[config.mk]
export PLATFORM = sky130hd
export DESIGN_NAME = router_merge_4to1_flat
export DESIGN_NICKNAME = d
export VERILOG_FILES = /design/src/rtl/router_merge_4to1_if.sv /design/src/rtl/router_merge_4to1.sv /design/src/flat_wrapper.sv
export SDC_FILE = /design/constraint.sdc
export NUM_CORES = 1
export LEC_CHECK = 0
export CAP_MARGIN = 15
export CORE_MARGIN = 1.5
export CORE_UTILIZATION = 33
export DETAILED_ROUTE_END_ITERATION = 6
export PLACE_DENSITY = 0.76
export SYNTH_ARGS = -nofsm -noshare
export SYNTH_HDL_FRONTEND = slang
export SYNTH_SLANG_ARGS = --single-unit
[constraint.sdc]
create_clock -name clk -period 1.95 [get_ports clk]
set_input_delay 0.39 -clock clk [delete_from_list [all_inputs] [get_ports clk]]
set_output_delay 0.39 -clock clk [all_outputs]
set_load 0.02 [all_outputs]
[src/rtl/router_merge_4to1_if.sv]
// Handshake bundle for the 4-to-1 merge: four valid/ready input streams
// and one tagged valid/ready output stream.
// slave  : the merge block itself.
// master : the environment that feeds the inputs and drains the output.
interface router_merge_4to1_if #(
  parameter int DATA_WIDTH = 8
);
  logic [DATA_WIDTH-1:0] din0;
  logic [DATA_WIDTH-1:0] din1;
  logic [DATA_WIDTH-1:0] din2;
  logic [DATA_WIDTH-1:0] din3;
  logic                  valid_in0;
  logic                  valid_in1;
  logic                  valid_in2;
  logic                  valid_in3;
  logic                  ready_out0;
  logic                  ready_out1;
  logic                  ready_out2;
  logic                  ready_out3;
  logic [DATA_WIDTH-1:0] dout;
  logic [1:0]            src_id;
  logic                  valid_out;
  logic                  ready_in;

  modport slave (
    input  din0, din1, din2, din3,
    input  valid_in0, valid_in1, valid_in2, valid_in3,
    output ready_out0, ready_out1, ready_out2, ready_out3,
    output dout, src_id, valid_out,
    input  ready_in
  );

  modport master (
    output din0, din1, din2, din3,
    output valid_in0, valid_in1, valid_in2, valid_in3,
    input  ready_out0, ready_out1, ready_out2, ready_out3,
    input  dout, src_id, valid_out,
    output ready_in
  );
endinterface

[src/rtl/router_merge_4to1.sv]
// 4-to-1 merge/arbiter with a single registered, source-tagged output stage.
// Round-robin arbitration by default; one word per cycle throughput.
// Build option ROUTER_MERGE_FIXED_PRI_EN: fixed priority 0>1>2>3 instead of
// round-robin (the rotating pointer is then removed).
module router_merge_4to1 #(
  parameter int DATA_WIDTH = 8
) (
  input  logic                  clk,
  input  logic                  rst,
  router_merge_4to1_if.slave    bus
);

  logic [3:0]            vin;
  logic [DATA_WIDTH-1:0] din_arr [4];
  logic [1:0]            grant;
  logic                  any_valid;
  logic                  load;
  logic [DATA_WIDTH-1:0] dout_q;
  logic [1:0]            src_id_q;
  logic                  valid_out_q;

  assign vin        = {bus.valid_in3, bus.valid_in2, bus.valid_in1, bus.valid_in0};
  assign din_arr[0] = bus.din0;
  assign din_arr[1] = bus.din1;
  assign din_arr[2] = bus.din2;
  assign din_arr[3] = bus.din3;

  // The output register may take a new word when empty or being drained.
  assign load = !valid_out_q || bus.ready_in;

`ifdef ROUTER_MERGE_FIXED_PRI_EN
  // Fixed priority: lowest-numbered valid port wins.
  always_comb begin
    grant     = 2'd0;
    any_valid = 1'b0;
    for (int i = 0; i < 4; i++) begin
      if (!any_valid && vin[i]) begin
        grant     = 2'(i);
        any_valid = 1'b1;
      end
    end
  end
`else
  logic [1:0] last_gnt;

  // Round-robin: search from the port after the last winner, wrapping mod 4,
  // so the last winner is considered last.
  always_comb begin
    logic [1:0] idx;
    grant     = 2'd0;
    any_valid = 1'b0;
    idx       = 2'd0;
    for (int i = 1; i <= 4; i++) begin
      idx = last_gnt + 2'(i);
      if (!any_valid && vin[idx]) begin
        grant     = idx;
        any_valid = 1'b1;
      end
    end
  end

  // Pointer moves only when a word is actually accepted.
  always_ff @(posedge clk or posedge rst) begin
    if (rst) begin
      last_gnt <= 2'd3;
    end else if (load && any_valid) begin
      last_gnt <= grant;
    end
  end
`endif

  assign bus.ready_out0 = load && any_valid && (grant == 2'd0);
  assign bus.ready_out1 = load && any_valid && (grant == 2'd1);
  assign bus.ready_out2 = load && any_valid && (grant == 2'd2);
  assign bus.ready_out3 = load && any_valid && (grant == 2'd3);

  // Output stage: capture the granted word, or go idle keeping the last data/tag.
  always_ff @(posedge clk or posedge rst) begin
    if (rst) begin
      dout_q      <= '0;
      src_id_q    <= 2'd0;
      valid_out_q <= 1'b0;
    end else if (load) begin
      if (any_valid) begin
        dout_q      <= din_arr[grant];
        src_id_q    <= grant;
        valid_out_q <= 1'b1;
      end else begin
        valid_out_q <= 1'b0;
      end
    end
  end

  assign bus.dout      = dout_q;
  assign bus.src_id    = src_id_q;
  assign bus.valid_out = valid_out_q;

endmodule

[src/flat_wrapper.sv]
// flat-port wrapper written by rule: the top's interface ports become plain ports
module router_merge_4to1_flat 
#(
  parameter int DATA_WIDTH = 8
)
  (clk, rst, bus_din0, bus_din1, bus_din2, bus_din3, bus_valid_in0, bus_valid_in1, bus_valid_in2, bus_valid_in3, bus_ready_out0, bus_ready_out1, bus_ready_out2, bus_ready_out3, bus_dout, bus_src_id, bus_valid_out, bus_ready_in);
  router_merge_4to1_if #(.DATA_WIDTH(DATA_WIDTH)) bus_i ();
  input  logic clk;
  input  logic rst;
  input wire logic [$bits(bus_i.din0)-1:0] bus_din0;
  input wire logic [$bits(bus_i.din1)-1:0] bus_din1;
  input wire logic [$bits(bus_i.din2)-1:0] bus_din2;
  input wire logic [$bits(bus_i.din3)-1:0] bus_din3;
  input wire logic [$bits(bus_i.valid_in0)-1:0] bus_valid_in0;
  input wire logic [$bits(bus_i.valid_in1)-1:0] bus_valid_in1;
  input wire logic [$bits(bus_i.valid_in2)-1:0] bus_valid_in2;
  input wire logic [$bits(bus_i.valid_in3)-1:0] bus_valid_in3;
  output wire logic [$bits(bus_i.ready_out0)-1:0] bus_ready_out0;
  output wire logic [$bits(bus_i.ready_out1)-1:0] bus_ready_out1;
  output wire logic [$bits(bus_i.ready_out2)-1:0] bus_ready_out2;
  output wire logic [$bits(bus_i.ready_out3)-1:0] bus_ready_out3;
  output wire logic [$bits(bus_i.dout)-1:0] bus_dout;
  output wire logic [$bits(bus_i.src_id)-1:0] bus_src_id;
  output wire logic [$bits(bus_i.valid_out)-1:0] bus_valid_out;
  input wire logic [$bits(bus_i.ready_in)-1:0] bus_ready_in;
  assign bus_i.din0 = bus_din0;
  assign bus_i.din1 = bus_din1;
  assign bus_i.din2 = bus_din2;
  assign bus_i.din3 = bus_din3;
  assign bus_i.valid_in0 = bus_valid_in0;
  assign bus_i.valid_in1 = bus_valid_in1;
  assign bus_i.valid_in2 = bus_valid_in2;
  assign bus_i.valid_in3 = bus_valid_in3;
  assign bus_ready_out0 = bus_i.ready_out0;
  assign bus_ready_out1 = bus_i.ready_out1;
  assign bus_ready_out2 = bus_i.ready_out2;
  assign bus_ready_out3 = bus_i.ready_out3;
  assign bus_dout = bus_i.dout;
  assign bus_src_id = bus_i.src_id;
  assign bus_valid_out = bus_i.valid_out;
  assign bus_i.ready_in = bus_ready_in;
  router_merge_4to1 #(.DATA_WIDTH(DATA_WIDTH)) u_core (.clk(clk), .rst(rst), .bus(bus_i));
endmodule
==> flow_summary.toml <==
[outcome]
outcome = "finished, violations left"
violations = "setup timing"

[logic_synthesis]
synth_xor_xnor_area_share = 0
syn_area_um2 = 877
synthesis.nets = 136
synth_mux_area_frac = 0.103
synth_ff_type = "dfrtp_1"
synth_top_area_cell = "dfrtp_1"
yosys.area_share.simple = 0.207
ys_warn_count = 0
synth-edff-count = 0
yosys.area.top_type_share = 0.314
ys_types = 30
async_flop_share = 1.00
ys_seq_area_frac = 0.374
synthAdderAreaFrac = 0
synth_compound_area_frac = 0.238
yosysMostFrequentCell = "nor3_1"
synth_top_family_by_area = "compound AO/OA/AOI/OAI gates"
ys_ff_latch = 13
synth_cells = 97
ys_top_cells_by_area = "dfrtp_1, mux2i_1, nor3_1, o32ai_1, dfstp_2"
yosys-top-cells-count = "nor3_1, dfrtp_1, mux2i_1"
synth_area_per_cell_um2 = 9.04

[timing]
setup_violations = 4
max_freq_ghz = 0.473
post-route-period-util = 1.08
tns_ps = -527
finClkSkew_ps = 4.04
maxSlewHeadroom = 0.662
tightest_slew_ps = 507
finalHoldViolCount = 0
fin_crit_ps = 2110
rsz0062_at_grt = "yes"
report.final.slew_viol_count = 0
worst_slack_ps = -164

[cells_and_area]
layout-drive-gt1-share = 0.367
fin_cells = 207
fillCellCount = 180
fin_nets = 217
stdcell_area_um2 = 1800
area_delta_synth_final_pct = 105
antenna_cells = 0

[worst_setup_path]
critPathMaxStageDelay_ps = 580
path_cells = "mux2i_1 > o2bb2ai_2 > or2_4 > nor3_4 > buf_6"
worstSetupStartpointType = "flip-flop"
required_ps = 1560
worst-setup-path-type = "flip-flop to output pin"
cp-end-kind = "output pin"
crit_path_top_delay_cell = "dfstp_2"
crit_buf_inv = 1
crit_arrival_ps = 1720
cp_top_family = "flip-flops"
crit_path_max_fanout = 5

[route]
routedWlPerCell_um = 14.5
vias = 1106
wl_um = 3010
drc_errors = 0
dr.pass1.iters = 4
ant_nets = 0
detail_route.iter0.violations = 15
viasPerCell = 5.34

[power]
p_per_area_nw_per_um2 = 798
ir_worst_vdd_uv = 579
p_leak_nw = 0.767

[job]
max_cap_viol_count = 0

[die]
ios = 54
start_util = 0.351
core_um2 = 2500
die_width_um = 54.6
die_h_um = 54.6
rows = 18
die-area_um2 = 2980

[cts]
cts-root-buf = "clkbuf_4"
cts_buffers = 3
cts.sinks = 13
clk_latency_ps = 290
tritoncts = "built"
path_clk_slew_ps = 90
holdBufCountCts = 0
htree_levels = 1
clockBufferDepth = 2

[place]
place_congestion = 0.772
numPlacedInstances = 191
dpl_cell_area_um2 = 1540
place_ws_ps = -800
port_buffers = 53
dp_hpwl_um = 1940

[worst_hold_path]
min_path_type = "primary input to async pin"

[global_route]
grt_pass1_wl_um = 4420
overflow = 0
grt_start_max_net_pins = 17
antenna_found_initial = 0
track_usage = 0.209
grt_pass1_vias = 1045
[metal layers]
| metal | share of wire | GRT usage | wire length [µm] | vias to the layer above |
|---|---|---|---|---|
| li1 | - | - | - | 525 |
| met1 | 0.40 | 0.253 | 1200 | 521 |
| met2 | 0.50 | 0.355 | 1510 | 53 |
| met3 | 0.078 | 0.0410 | 234 | 7 |
| met4 | 0.020 | 0.0917 | 59 | 0 |
| met5 | 0 | 0 | 0 | - |
[area by class of cell]
| cell class | count | area (µm²) | share of cell area |
|---|---|---|---|
| well taps | 30 | 37.5 | 0.0209 |
| inverters | 4 | 15.0 | 0.00835 |
| multi-input cells | 75 | 613 | 0.341 |
| clock buffers | 3 | 22.5 | 0.0125 |
| flip-flops and latches | 13 | 328 | 0.182 |
| clock inverters | 1 | 5.00 | 0.00278 |
| repair buffers | 81 | 777 | 0.432 |
[final timing paths]
path / from / to / slack [ps] / cells after the start
max in group asynchronous: rst / u_core.last_gnt[0]$_DFFE_PP1P_ / 1170 / 2
hold / removal: rst / u_core.bus.dout[3]$_DFFE_PP0P_ / 430 / 2
setup / recovery: u_core.last_gnt[1]$_DFFE_PP1P_ / bus_ready_out0 / -160 / 5
setup reg to reg: u_core.last_gnt[1]$_DFFE_PP1P_ / u_core.bus.dout[0]$_DFFE_PP0P_ / 60 / 7
min in group clk: u_core.bus.src_id[1]$_DFFE_PP0P_ / u_core.bus.src_id[1]$_DFFE_PP0P_ / 500 / 2
hold reg to reg: u_core.bus.src_id[1]$_DFFE_PP0P_ / u_core.bus.src_id[1]$_DFFE_PP0P_ / 500 / 2
[placed cells by master (no fill, tap or decap), types with 3 or more instances in the layout]
master	count
clkdlybuf4s50_1	45
dfrtp_1	11
nor2_1	3
nand2_1	7
o21ai_2	5
o32ai_2	3
buf_4	22
clkbuf_4	3
o32ai_1	5
buf_6	8
nor3_1	15
mux2i_1	8
inv_1	4
[registers in the layout, summed over array words and instances (netlist names)]
register / flops
u_core.bus.valid_out: 1
u_core.last_gnt: 2
u_core.bus.dout: 8
u_core.bus.src_id: 2
[timing repair]
action                                 in CTS  in global routing
setup buffers                               7                  4
endpoints found under the hold margin       0                  0
setup endpoints to repair                  14                 13
pin swaps                                   4                  7
cloned                                      1                  0
gates resized for setup                    31                 35
[logic make-up (layout without fill, tap and decap cells)]
kind of cell,Yosys count,after routing
flops,13,13
simple gates,38,38
mux,9,9
compound gates,27,28
buf+inv,10,89
[per-stage QoR]
step	power (mW)	util	hold slack, ps
final	1.44	0.719	427
after global routing	1.51	0.719	474
after CTS	1.33	0.659	437
after floorplan	0.771	-	266
after global placement	1.08	0.615	467
after detailed placement	1.09	0.615	481
[power breakdown]
part	total, mW	internal, mW	switching [mW]
Combinational	0.850	0.459	0.391
Sequential	0.407	0.351	0.0562
Clock	0.178	0.0763	0.102
Total	1.44	0.886	0.549
No activity file was read; power rests on OpenSTA's default activity.
